[src/rtl/cache_pkg.sv]
`default_nettype none
// ============================================================================
// Module      : cache_pkg
// Description : Shared constants and state encoding for the cache-side
//               line <-> memory-side burst adapter.
// Revision    : 1.0 - initial release
// ============================================================================
package cache_pkg;

  // Address, line and beat geometry
  localparam int s_addr         = 32;
  localparam int s_offset       = 5;
  localparam int s_line         = 256;
  localparam int s_burst        = 64;
  localparam int beats_per_line = s_line / s_burst;
  localparam int cnt_w          = $clog2(beats_per_line);

  // Adapter control states
  typedef enum logic [1:0] {
    IDLE  = 2'd0,
    READ  = 2'd1,
    WRITE = 2'd2,
    DONE  = 2'd3
  } adapter_state_t;

endpackage : cache_pkg
`default_nettype wire

[src/rtl/cacheline_adapter.sv]
`default_nettype none
// ============================================================================
// Module      : cacheline_adapter
// Description : Splits 256-bit cache line fills/writebacks into four 64-bit
//               memory beats (lowest address first) and reassembles fills.
//               One transaction in flight; outputs decode registered state.
// Revision    : 1.0 - initial release
// ============================================================================
module cacheline_adapter
  import cache_pkg::*;
(
  input  logic                clk,
  input  logic                rst,
  // cache side
  input  logic [s_addr-1:0]   line_addr,
  input  logic                line_read,
  input  logic                line_write,
  input  logic [s_line-1:0]   line_wdata,
  output logic [s_line-1:0]   line_rdata,
  output logic                line_resp,
  // memory side
  output logic [s_addr-1:0]   burst_addr,
  output logic                burst_read,
  output logic                burst_write,
  output logic [s_burst-1:0]  burst_wdata,
  input  logic [s_burst-1:0]  burst_rdata,
  input  logic                burst_resp
);

  localparam logic [cnt_w-1:0] c_last_beat = cnt_w'(beats_per_line - 1);

  adapter_state_t      r_state, w_state_nxt;
  logic [cnt_w-1:0]    r_cnt, w_cnt_nxt;
  logic [s_addr-1:0]   r_addr, w_addr_nxt;
  logic [s_line-1:0]   r_wline, w_wline_nxt;
  logic [s_line-1:0]   r_rline, w_rline_nxt;
  logic [s_addr-1:0]   w_aligned_addr;
  logic                w_last_beat;
  logic                w_unused;

  // Byte-offset bits of the request address are deliberately discarded.
  assign w_aligned_addr = {line_addr[s_addr-1:s_offset], {s_offset{1'b0}}};
  assign w_unused       = &{1'b0, line_addr[s_offset-1:0]};
  assign w_last_beat    = (r_cnt == c_last_beat);

  // Next-state, beat counter and data-path update decode.
  always_comb begin
    w_state_nxt = r_state;
    w_cnt_nxt   = r_cnt;
    w_addr_nxt  = r_addr;
    w_wline_nxt = r_wline;
    w_rline_nxt = r_rline;
    case (r_state)
      IDLE: begin
        // A simultaneous read and write is illegal from the cache; read wins.
        if (line_read) begin
          w_state_nxt = READ;
          w_addr_nxt  = w_aligned_addr;
          w_cnt_nxt   = '0;
        end else if (line_write) begin
          w_state_nxt = WRITE;
          w_addr_nxt  = w_aligned_addr;
          w_wline_nxt = line_wdata;
          w_cnt_nxt   = '0;
        end
      end
      READ: begin
        if (burst_resp) begin
          w_rline_nxt[r_cnt*s_burst +: s_burst] = burst_rdata;
          if (w_last_beat) begin
            w_state_nxt = DONE;
          end else begin
            w_cnt_nxt = r_cnt + 1'b1;
          end
        end
      end
      WRITE: begin
        if (burst_resp) begin
          if (w_last_beat) begin
            w_state_nxt = DONE;
          end else begin
            w_cnt_nxt = r_cnt + 1'b1;
          end
        end
      end
      DONE: begin
        w_state_nxt = IDLE;
      end
      default: begin
        w_state_nxt = IDLE;
      end
    endcase
  end

  // State and data-path registers; reset aborts any transaction in flight.
  always_ff @(posedge clk or negedge rst) begin
    if (!rst) begin
      r_state <= IDLE;
      r_cnt   <= '0;
      r_addr  <= '0;
      r_wline <= '0;
      r_rline <= '0;
    end else begin
      r_state <= w_state_nxt;
      r_cnt   <= w_cnt_nxt;
      r_addr  <= w_addr_nxt;
      r_wline <= w_wline_nxt;
      r_rline <= w_rline_nxt;
    end
  end

  // Outputs decoded purely from registered state.
  assign line_rdata  = r_rline;
  assign line_resp   = (r_state == DONE);
  assign burst_read  = (r_state == READ);
  assign burst_write = (r_state == WRITE);
  assign burst_addr  = (burst_read || burst_write) ? r_addr : '0;
  assign burst_wdata = burst_write ? r_wline[r_cnt*s_burst +: s_burst] : '0;

endmodule : cacheline_adapter
`default_nettype wire

[config.mk]
export PLATFORM = sky130hd
export DESIGN_NAME = cacheline_adapter
export DESIGN_NICKNAME = d
export VERILOG_FILES = /design/src/rtl/cache_pkg.sv /design/src/rtl/cacheline_adapter.sv
export SDC_FILE = /design/constraint.sdc
export NUM_CORES = 1
export LEC_CHECK = 0
export BUFFER_PORTS_ARGS = -buffer_cell sky130_fd_sc_hd__buf_2
export CAP_MARGIN = 0
export CORE_AREA = 2 2 276 278
export DETAILED_ROUTE_END_ITERATION = 6
export DIE_AREA = 0 0 278 280
export SETUP_SLACK_MARGIN = 0.02
export SLEW_MARGIN = 20
export SYNTH_ARGS = -nofsm -noshare
export SYNTH_HDL_FRONTEND = slang
export SYNTH_SLANG_ARGS = --single-unit
[constraint.sdc]
create_clock -name clk -period 4.9 [get_ports clk]
set_input_delay 0 -clock clk [delete_from_list [all_inputs] [get_ports clk]]
set_output_delay 0 -clock clk [all_outputs]
set_load 0.01 [all_outputs]
==> run metrics <==
Final setup viols 0; drt first pass iters 4; worst skew pair latency 0.62 ns; post-route cell area 32200 um^2; Tmin final ~3.3 ns; WP buf/inv 2; asr flop ratio synth 1.00; register area share after synthesis 0.613; maximum fanout along the worst path 38; max incr delay on CP 0.92 ns; most instantiated library cell after synthesis dfrtp_1; status finished clean; Slew HR 0.296; Placed Instance Area approximately 27000 um^2; Worst Tran Pin Value 1.06 ns; Setup CP Type reg2out; initial antenna violation count 9; FP Rows 101; gr ovfl total 0; I/O pin total 712; RSZ-0062 raised after global routing false; main area contributors after synthesis dfrtp_1 61%, mux2_2 14%, a22o_1 7.9%; Final Hold Viols 0; gpl congestion 0.845; core footprint between 70000 and 80000 um^2; global-route wire length before repair 112000 um; Post-synth EDFFs 0; chip height between 200 and 300 um; mux share of post-synthesis cell area 0.210; largest family of logic cells by synthesized area multiplexers; crit-path cells buf_4 -> mux4_2 -> and2_1 -> buf_2; clock root buffer clkbuf_16; die area 77800 um^2; die extent in x 278 um; Post-Syn Instances 1515; initial drt markers 837; synthesized flop and latch total 543; element type at the critical path start flop; share of post-route cells with drive strength above 1 0.459; GRT Resource Usage Total 0.185; DRT Wirelength 74400 um; HPWL after DPL 48800 um; hold crit path type in2async; CTS tree yes; Initial Util 0.295; H-tree levels 2; max-cap violations 0; Final ANT Viol Nets 0; synthesized area 22200 um^2; total power around 18 mW; CP delay by family, top flip-flops; Req. time, crit path 4.90 ns; critical path capture point type output port; fmax 302 MHz; Leak 15.7 nW; Sink Count 543; Remaining DRCs 0; top cell type's share of synthesized area 0.613; Final Skew 0.0235 ns; crit path DAT 3.31 ns; post-synthesis adder-cell area fraction 0.00508; vias in the first global route 18800; Worst-path clk slew around 0.06 ns; PortBufs 701; Clock Path Buffers 3; Via density 4.79; commonest cells in the netlist 543 x dfrtp_1, 284 x mux2_2, 200 x a22o_1; period utilization 0.676; total vias in the final route 17100; CTS Buf Count between 50 and 60; Yosys top cell by area dfrtp_1; Slowest cell on crit path dfrtp_4; Mapped Avg Cell Area about 15 um^2; synthesis-to-finish area growth 45.4%; pin count of the biggest net entering global routing 144; Yosys cell types 29; setup_tns 0 ns; Wirelength per Cell 20.9 um; Most used DFF post-synth dfrtp_1; final net count 2900; peak supply drop 0.405 mV; Post-Synth Simple-Gate Area 0.0528; Max Slew Vio Count 0; warning count from the yosys run 0; Compound-Gate Fraction of Synth Area 0.0928; Synth Area in XOR/XNOR 0; Pwr Density 550 nW/um^2
## logic make-up (layout without fill, tap and decap cells)
kind of cell | count (synthesis) | in the layout
flops | 543 | 543
mux | 350 | 350
compound gates | 261 | 261
simple gates | 229 | 229
buf+inv | 122 | 1186
fa+ha+maj | 9 | 9
other cells | 1 | 9
## through the flow
step                       util  hold slack [ns]  instances  setup slack, ns
after floorplan               -           -0.296       1519             2.54
after global placement    0.355            0.119       3099             1.89
after detailed placement  0.355            0.134       3099             1.84
after CTS                 0.428           0.0498       3561             1.38
after global routing      0.429           0.0856       3565             1.30
final                     0.429           0.0315       3565             1.59
## area by class of cell
type	count	area, um^2
Tap cell	978	1220
Clock buffer	86	1760
Sequential cell	543	13600
Multi-Input combinational cell	854	8100
Timing Repair Buffer	1072	7260
Fill cell	6789	43000
Clock inverter	24	258
Inverter	4	15.0
Antenna cell	4	10.0
## final timing paths
check                                         endpoint  slack, ns                       start  depth (start not counted)
max in group asynchronous  line_rdata[142]$_DFFE_PN0P_       3.50                         rst                          3
setup reg to reg           line_rdata[175]$_DFFE_PN0P_       1.80        r_cnt[0]$_DFFE_PN0P_                          6
min in group clk              r_wline[130]$_DFFE_PN0P_       0.14             line_wdata[130]                          3
hold / removal                r_wline[218]$_DFFE_PN0P_       0.03                         rst                          2
hold reg to reg             line_rdata[95]$_DFFE_PN0P_       0.47  line_rdata[95]$_DFFE_PN0P_                          2
setup / recovery                       burst_wdata[60]       1.59        r_cnt[0]$_DFFE_PN0P_                          4
## cell usage in the layout, fill, tap and decap left out, types with 18 or more instances in the layout
cell,instances
o21ai_0,58
dfrtp_1,541
a22o_1,200
mux4_2,64
clkbuf_16,59
and2_1,91
nand2_1,116
dlygate4sd3_1,352
mux2_2,284
buf_2,700
clkbuf_8,18
## power by group
group,switching [mW],leakage [nW],internal (mW),total (mW)
combinational,2.70,7.73,3.28,5.99
clock,1.91,0.994,2.66,4.57
sequential,1.03,6.99,6.14,7.17
total,5.65,15.7,12.1,17.7
## registers in the layout (all words and copies together) (netlist names)
name,cells
r_addr,27
r_state,2
r_wline,256
r_cnt,2
line_rdata,256
## layer usage
layer	GRT usage	part of all wire	vias up
li1	-	-	7566
met1	0.218	0.40	8684
met3	0.0475	0.066	137
met2	0.325	0.50	699
met5	0	0.00074	-
met4	0.0711	0.037	8
## what timing repair did
action | in CTS | in global routing
endpoints found under the hold margin | 637 | 0
hold buffers | 352 | 0
setup buffers | 0 | 0
gates resized for setup | 0 | 0
No activity file was read; power rests on OpenSTA's default activity.
